[src/rtl/fetch_pkg.sv]
// Shared types and constants for the instruction fetch unit.
package fetch_pkg;

    typedef enum logic {
        FETCH = 1'b0,
        DRAIN = 1'b1
    } fetch_state_e;

    typedef struct packed {
        logic [31:0] pc;
        logic [31:0] inst;
    } fetch_entry_t;

    localparam logic [31:0] INST_BYTES = 32'd4;

endpackage

[src/rtl/fetch_fifo.sv]
// Small circular FIFO of fetch entries with flush; used for the
// instruction buffer and for the in-flight PC queue.
module fetch_fifo
    import fetch_pkg::*;
#(
    parameter  int DEPTH = 2,
    localparam int CW    = $clog2(DEPTH + 1)
) (
    input  logic          i_clk,
    input  logic          i_rst,
    input  logic          i_flush,
    input  logic          i_push,
    input  logic          i_pop,
    input  fetch_entry_t  i_din,
    output fetch_entry_t  o_head,
    output logic          o_full,
    output logic          o_empty,
    output logic [CW-1:0] o_count
);

    localparam int AW = (DEPTH > 1) ? $clog2(DEPTH) : 1;

    fetch_entry_t  r_mem [DEPTH];
    logic [AW-1:0] r_rd;
    logic [AW-1:0] r_wr;
    logic [CW-1:0] r_cnt;
    logic          w_push;
    logic          w_pop;

    function automatic logic [AW-1:0] nxt(input logic [AW-1:0] p);
        return (p == AW'(DEPTH - 1)) ? '0 : p + AW'(1);
    endfunction

    assign o_empty = (r_cnt == '0);
    assign o_full  = (r_cnt == CW'(DEPTH));
    assign o_count = r_cnt;
    assign o_head  = r_mem[r_rd];

    // A full FIFO still accepts a push when it pops in the same cycle.
    assign w_pop  = i_pop && !o_empty;
    assign w_push = i_push && (!o_full || w_pop);

    always_ff @(posedge i_clk) begin
        if (w_push) begin
            r_mem[r_wr] <= i_din;
        end
    end

    always_ff @(posedge i_clk) begin
        if (i_rst || i_flush) begin
            r_rd  <= '0;
            r_wr  <= '0;
            r_cnt <= '0;
        end else begin
            if (w_push) begin
                r_wr <= nxt(r_wr);
            end
            if (w_pop) begin
                r_rd <= nxt(r_rd);
            end
            unique case (1'b1)
                (w_push && !w_pop): r_cnt <= r_cnt + CW'(1);
                (w_pop && !w_push): r_cnt <= r_cnt - CW'(1);
                default:            r_cnt <= r_cnt;
            endcase
        end
    end

endmodule

[src/rtl/fetch_unit.sv]
// Instruction fetch with bounded in-flight requests, redirect and drain.
// Optional counters: define FETCH_PERF_EN for perf_fetched/perf_stall_cycles.
module fetch_unit
    import fetch_pkg::*;
#(
    parameter logic [31:0] RESET_PC = 32'h0000_0000,
    parameter int          DEPTH    = 2
) (
    input  logic        CLK,
    input  logic        RST,
    output logic        imem_req_valid,
    input  logic        imem_req_ready,
    output logic [31:0] imem_req_addr,
    input  logic        imem_rsp_valid,
    input  logic [31:0] imem_rsp_data,
    input  logic        redirect_valid,
    input  logic [31:0] redirect_pc,
    input  logic        stall,
    output logic        inst_valid,
    output logic [31:0] inst,
    output logic [31:0] inst_pc
`ifdef FETCH_PERF_EN
    ,
    output logic [31:0] perf_fetched,
    output logic [31:0] perf_stall_cycles
`endif
);

    localparam int CW = $clog2(DEPTH + 1);

    fetch_state_e  r_state;
    fetch_state_e  w_state_n;
    logic [31:0]   r_pc;
    logic [31:0]   w_pc_n;
    logic [CW-1:0] r_drop_cnt;
    logic [CW-1:0] w_drop_n;

    logic          w_req;
    logic          w_flush;
    logic          w_pcq_push;
    logic          w_pcq_pop;
    logic          w_buf_push;
    logic          w_buf_pop;
    logic          w_rsp_hit;
    logic          w_inst_valid;
    logic          w_pop_ok;
    logic          w_room;
    logic [CW:0]   w_inflight;
    logic [CW-1:0] w_left;
    logic [31:0]   w_redir_pc;

    fetch_entry_t  w_pcq_din;
    fetch_entry_t  w_pcq_head;
    fetch_entry_t  w_buf_din;
    fetch_entry_t  w_buf_head;
    logic          w_pcq_full;
    logic          w_pcq_empty;
    logic [CW-1:0] w_pcq_cnt;
    logic          w_buf_full;
    logic          w_buf_empty;
    logic [CW-1:0] w_buf_cnt;
    logic          w_unused;

    assign w_redir_pc   = {redirect_pc[31:2], 2'b00};
    assign w_inst_valid = (r_state == FETCH) && !w_buf_empty;
    assign w_pop_ok     = w_inst_valid && !stall && !redirect_valid;
    assign w_rsp_hit    = (r_state == FETCH) && imem_rsp_valid && !w_pcq_empty;
    assign w_left       = w_pcq_cnt - CW'(w_rsp_hit);

    // A same-cycle pop frees a slot, so streaming runs without bubbles.
    assign w_inflight = {1'b0, w_pcq_cnt} + {1'b0, w_buf_cnt};
    assign w_room     = w_inflight < ((CW + 1)'(DEPTH) + {{CW{1'b0}}, w_pop_ok});

    assign w_pcq_push = w_req && imem_req_ready;
    assign w_pcq_din  = '{pc: r_pc, inst: 32'h0};
    assign w_buf_din  = '{pc: w_pcq_head.pc, inst: imem_rsp_data};

    always_comb begin
        w_state_n  = r_state;
        w_pc_n     = r_pc;
        w_drop_n   = r_drop_cnt;
        w_req      = 1'b0;
        w_flush    = 1'b0;
        w_pcq_pop  = 1'b0;
        w_buf_push = 1'b0;
        w_buf_pop  = 1'b0;
        unique case (r_state)
            FETCH: begin
                if (redirect_valid) begin
                    w_flush = 1'b1;
                    w_pc_n  = w_redir_pc;
                    if (w_left != '0) begin
                        w_state_n = DRAIN;
                        w_drop_n  = w_left;
                    end
                end else begin
                    w_req      = w_room && !RST;
                    w_pcq_pop  = w_rsp_hit;
                    w_buf_push = w_rsp_hit;
                    w_buf_pop  = w_pop_ok;
                    if (w_req && imem_req_ready) begin
                        w_pc_n = r_pc + INST_BYTES;
                    end
                end
            end
            DRAIN: begin
                if (imem_rsp_valid && (r_drop_cnt != '0)) begin
                    w_drop_n = r_drop_cnt - CW'(1);
                end
                if (redirect_valid) begin
                    w_flush = 1'b1;
                    w_pc_n  = w_redir_pc;
                end else if (w_drop_n == '0) begin
                    w_state_n = FETCH;
                end
            end
            default: begin
                w_state_n = FETCH;
            end
        endcase
    end

    always_ff @(posedge CLK) begin
        if (RST) begin
            r_state    <= FETCH;
            r_pc       <= RESET_PC;
            r_drop_cnt <= '0;
        end else begin
            r_state    <= w_state_n;
            r_pc       <= w_pc_n;
            r_drop_cnt <= w_drop_n;
        end
    end

    fetch_fifo #(.DEPTH(DEPTH)) u_pcq (
        .i_clk   (CLK),
        .i_rst   (RST),
        .i_flush (w_flush),
        .i_push  (w_pcq_push),
        .i_pop   (w_pcq_pop),
        .i_din   (w_pcq_din),
        .o_head  (w_pcq_head),
        .o_full  (w_pcq_full),
        .o_empty (w_pcq_empty),
        .o_count (w_pcq_cnt)
    );

    fetch_fifo #(.DEPTH(DEPTH)) u_buf (
        .i_clk   (CLK),
        .i_rst   (RST),
        .i_flush (w_flush),
        .i_push  (w_buf_push),
        .i_pop   (w_buf_pop),
        .i_din   (w_buf_din),
        .o_head  (w_buf_head),
        .o_full  (w_buf_full),
        .o_empty (w_buf_empty),
        .o_count (w_buf_cnt)
    );

    assign imem_req_valid = w_req;
    assign imem_req_addr  = r_pc;
    assign inst_valid     = w_inst_valid;
    assign inst           = w_inst_valid ? w_buf_head.inst : 32'h0;
    assign inst_pc        = w_inst_valid ? w_buf_head.pc : 32'h0;

    assign w_unused = ^{w_pcq_head.inst, w_pcq_full, w_buf_full, redirect_pc[1:0]};

`ifdef FETCH_PERF_EN
    logic [31:0] r_perf_fetched;
    logic [31:0] r_perf_stall;

    always_ff @(posedge CLK) begin
        if (RST) begin
            r_perf_fetched <= '0;
            r_perf_stall   <= '0;
        end else begin
            if (w_buf_pop) begin
                r_perf_fetched <= r_perf_fetched + 32'd1;
            end
            if (w_inst_valid && stall) begin
                r_perf_stall <= r_perf_stall + 32'd1;
            end
        end
    end

    assign perf_fetched      = r_perf_fetched;
    assign perf_stall_cycles = r_perf_stall;
`endif

`ifndef SYNTHESIS
    // A response with nothing in flight is a memory-side protocol error.
    a_rsp_expected: assert property (@(posedge CLK) disable iff (RST)
        imem_rsp_valid |-> ((r_state == FETCH) ? !w_pcq_empty : (r_drop_cnt != '0)));
`endif

endmodule
[config.mk]
export PLATFORM = sky130hd
export DESIGN_NAME = fetch_unit
export DESIGN_NICKNAME = d
export VERILOG_FILES = /design/src/rtl/fetch_pkg.sv /design/src/rtl/fetch_fifo.sv /design/src/rtl/fetch_unit.sv
export SDC_FILE = /design/constraint.sdc
export NUM_CORES = 1
export LEC_CHECK = 0
export ABC_AREA = 1
export ABC_CLOCK_PERIOD_IN_PS = 5000
export CAP_MARGIN = 10
export CORE_UTILIZATION = 51
export DETAILED_ROUTE_END_ITERATION = 10
export PLACE_DENSITY_LB_ADDON = 0.05
export SLEW_MARGIN = 20
export SYNTH_ARGS = -nofsm -noshare
export SYNTH_HDL_FRONTEND = slang
export SYNTH_HIERARCHICAL = 1
export SYNTH_SLANG_ARGS = --single-unit
export TNS_END_PERCENT = 50
[constraint.sdc]
create_clock -name CLK -period 5 [get_ports CLK]
set_input_delay 0.75 -clock CLK [delete_from_list [all_inputs] [get_ports CLK]]
set_output_delay 0.75 -clock CLK [all_outputs]
set_load 0.05 [all_outputs]
==> flow_summary.toml <==
[cells_and_area]
drive_above_1_share_pct = 15.9
antennaDiodeCount = 0
fin_area_mm2 = 0.0135
seq_area_mm2 = 0.00663
multiInputGateArea_mm2 = 0.00348
layout_commonest_cell = "edfxtp_1"
nNetsFinal = 1143
n_fill_cell = 1609
final_cell_mix = "edfxtp_1, clkdlybuf4s50_1, nor2_1"
syn_to_final_growth_pct = 24.4

[worst_hold_path]
holdCritPathClass = "flop to flop"
hold_path_depth = 2
holdCritStartpoint = "u_buf/r_rd"
min_to = "u_buf/r_rd"

[synthesis]
syn_inst = 892
syn_avg_cell_area_um2 = 12.1
synth_warnings = 6
syn_area_mm2 = 0.0108

[power_and_ir_drop]
total_power_mw = 4.24
p_leak_nw = 5.12
vdd_drop_max_v = 0.000224
power-per-cell-area_mw_per_mm2 = 315

[clocking]
clk_latency_ns = 0.52
htree_levels = 1
numCtsBuffers = 25
cts_setup_buffers = 0
cts_root_buf = "clkbuf_16"
cts_tree = "done"
cts-resized-gates = 0
holdBufCountCts = 0
cts.clk_slew.worst_paths_ns = 0.06
clock-sinks = 235
clockBufferDepth = 3

[sta]
min_period_over_period_pct = 76.7
tns_ns = 0
fin_ws_ns = 1.16
fmax_mhz = 261
worst_pin_slew_ns = 1.11
final_max_slew_viol_count = 0
finalHoldViolations = 0
fin_worst_skew_ns = 0.00734
finalCriticalPeriod_ns = 3.84
rsz0062_at_grt = "false"
slew_headroom_pct = 26.3
hold-worst-slack_ns = 0.510
setup_viol = 0

[global_routing]
grt_max_degree = 46
grt_antenna_before_repair = 0
grt_pass1_vias = 6310
grt_pass1_wl_mm = 31.9
grt.total_usage_pct = 18.5
grt_overflow_total = 0

[floorplanning]
die_x_um = 148
die-area_mm2 = 0.0218
coreArea_mm2 = 0.0206
die_h_um = 148
io_pins = 168
initial_core_util_pct = 52.7
rows = 52

[placed_design]
place_hpwl_mm = 13.4
dp_slack_ns = 1.55
gp_congestion = 0.836
placed_cell_area_mm2 = 0.0127
io_buffers = 163

[critical_path]
reg2reg_from = "u_pcq/o_count[0]"
required_ns = 4.25
r2r_end = "u_pcq/r_mem[1][59]"
regToRegSetupSlack_ns = 2.26
cp-start-kind = "flop"
cp_max_fo = 45
arrival_ns = 3.09
r2r_cells = 10
cp-end-kind = "primary output"
worst-setup-path-type = "flop to primary output"

[status]
outcome = "completed"

[detailed_routing]
drc_errors = 0
wl_per_cell_um = 14.7
ant_nets = 0
vias_per_cell = 4.93
drt-initial-drc-count = 337
wl_mm = 20.0
dr.pass1.iters = 4
vias = 6677

[run]
drv_cap = 0
-- area by class of cell --
class / count / area share, %
multi-input combinational: 514 / 25.8
tap: 270 / 2.51
inverter: 114 / 3.17
clock buffer: 36 / 5.39
clock inverter: 10 / 0.455
sequential: 235 / 49.2
timing repair buffer: 176 / 13.5
-- routing by layer --
layer	wire [um]	share of wire [%]	vias to the layer above	global-route usage (%)
met2	9650	48	174	32.2
met4	238	1.2	0	4.12
met5	0	0	-	0
met1	8980	45	3083	24.5
li1	-	-	3396	-
met3	1110	5.6	24	3.02
-- metrics by stage --
stage / utilization (%) / std cells
after floorplan: - / 897
after global placement: 61.7 / 1309
after detailed placement: 61.7 / 1309
after CTS: 65.6 / 1355
after global routing: 65.6 / 1355
final: 65.6 / 1355
-- worst max-delay path by stage --
stage | from | endpoint | depth (start not counted)
finish | r_state | inst[7] | 5
global route | r_state | inst[6] | 5
CTS | r_state | inst[10] | 5
detailed placement | redirect_valid | imem_req_valid | 8
global placement | redirect_valid | imem_req_valid | 8
floorplan | redirect_valid | u_buf/r_mem[1][0] | 9
-- power by group --
| part | switching, mW | internal (mW) |
|---|---|---|
| logic | 0.182 | 0.134 |
| registers | 0.0557 | 2.15 |
| clock network | 0.710 | 1.01 |
-- flip-flops by register name, summed over array words and instances, names as in the netlist, named ones only --
| register | count |
|---|---|
| u_pcq/r_mem | 64 |
| r_state | 1 |
| u_buf/r_wr | 1 |
| r_drop_cnt | 2 |
| u_buf/r_mem | 128 |
| u_pcq/o_count | 2 |
| u_buf/r_rd | 1 |
| u_pcq/r_rd | 1 |
| u_buf/o_count | 2 |
| imem_req_addr | 30 |
| u_pcq/r_wr | 1 |
-- critical path, stage by stage, from the launching register on --
cell and delay [ns]:
dfxtp_1 0.58, nor2_1 0.19, inv_2 0.66, buf_4 0.36, nor2_1 0.06, clkdlybuf4s50_1 0.69
No activity file was read; power rests on OpenSTA's default activity.
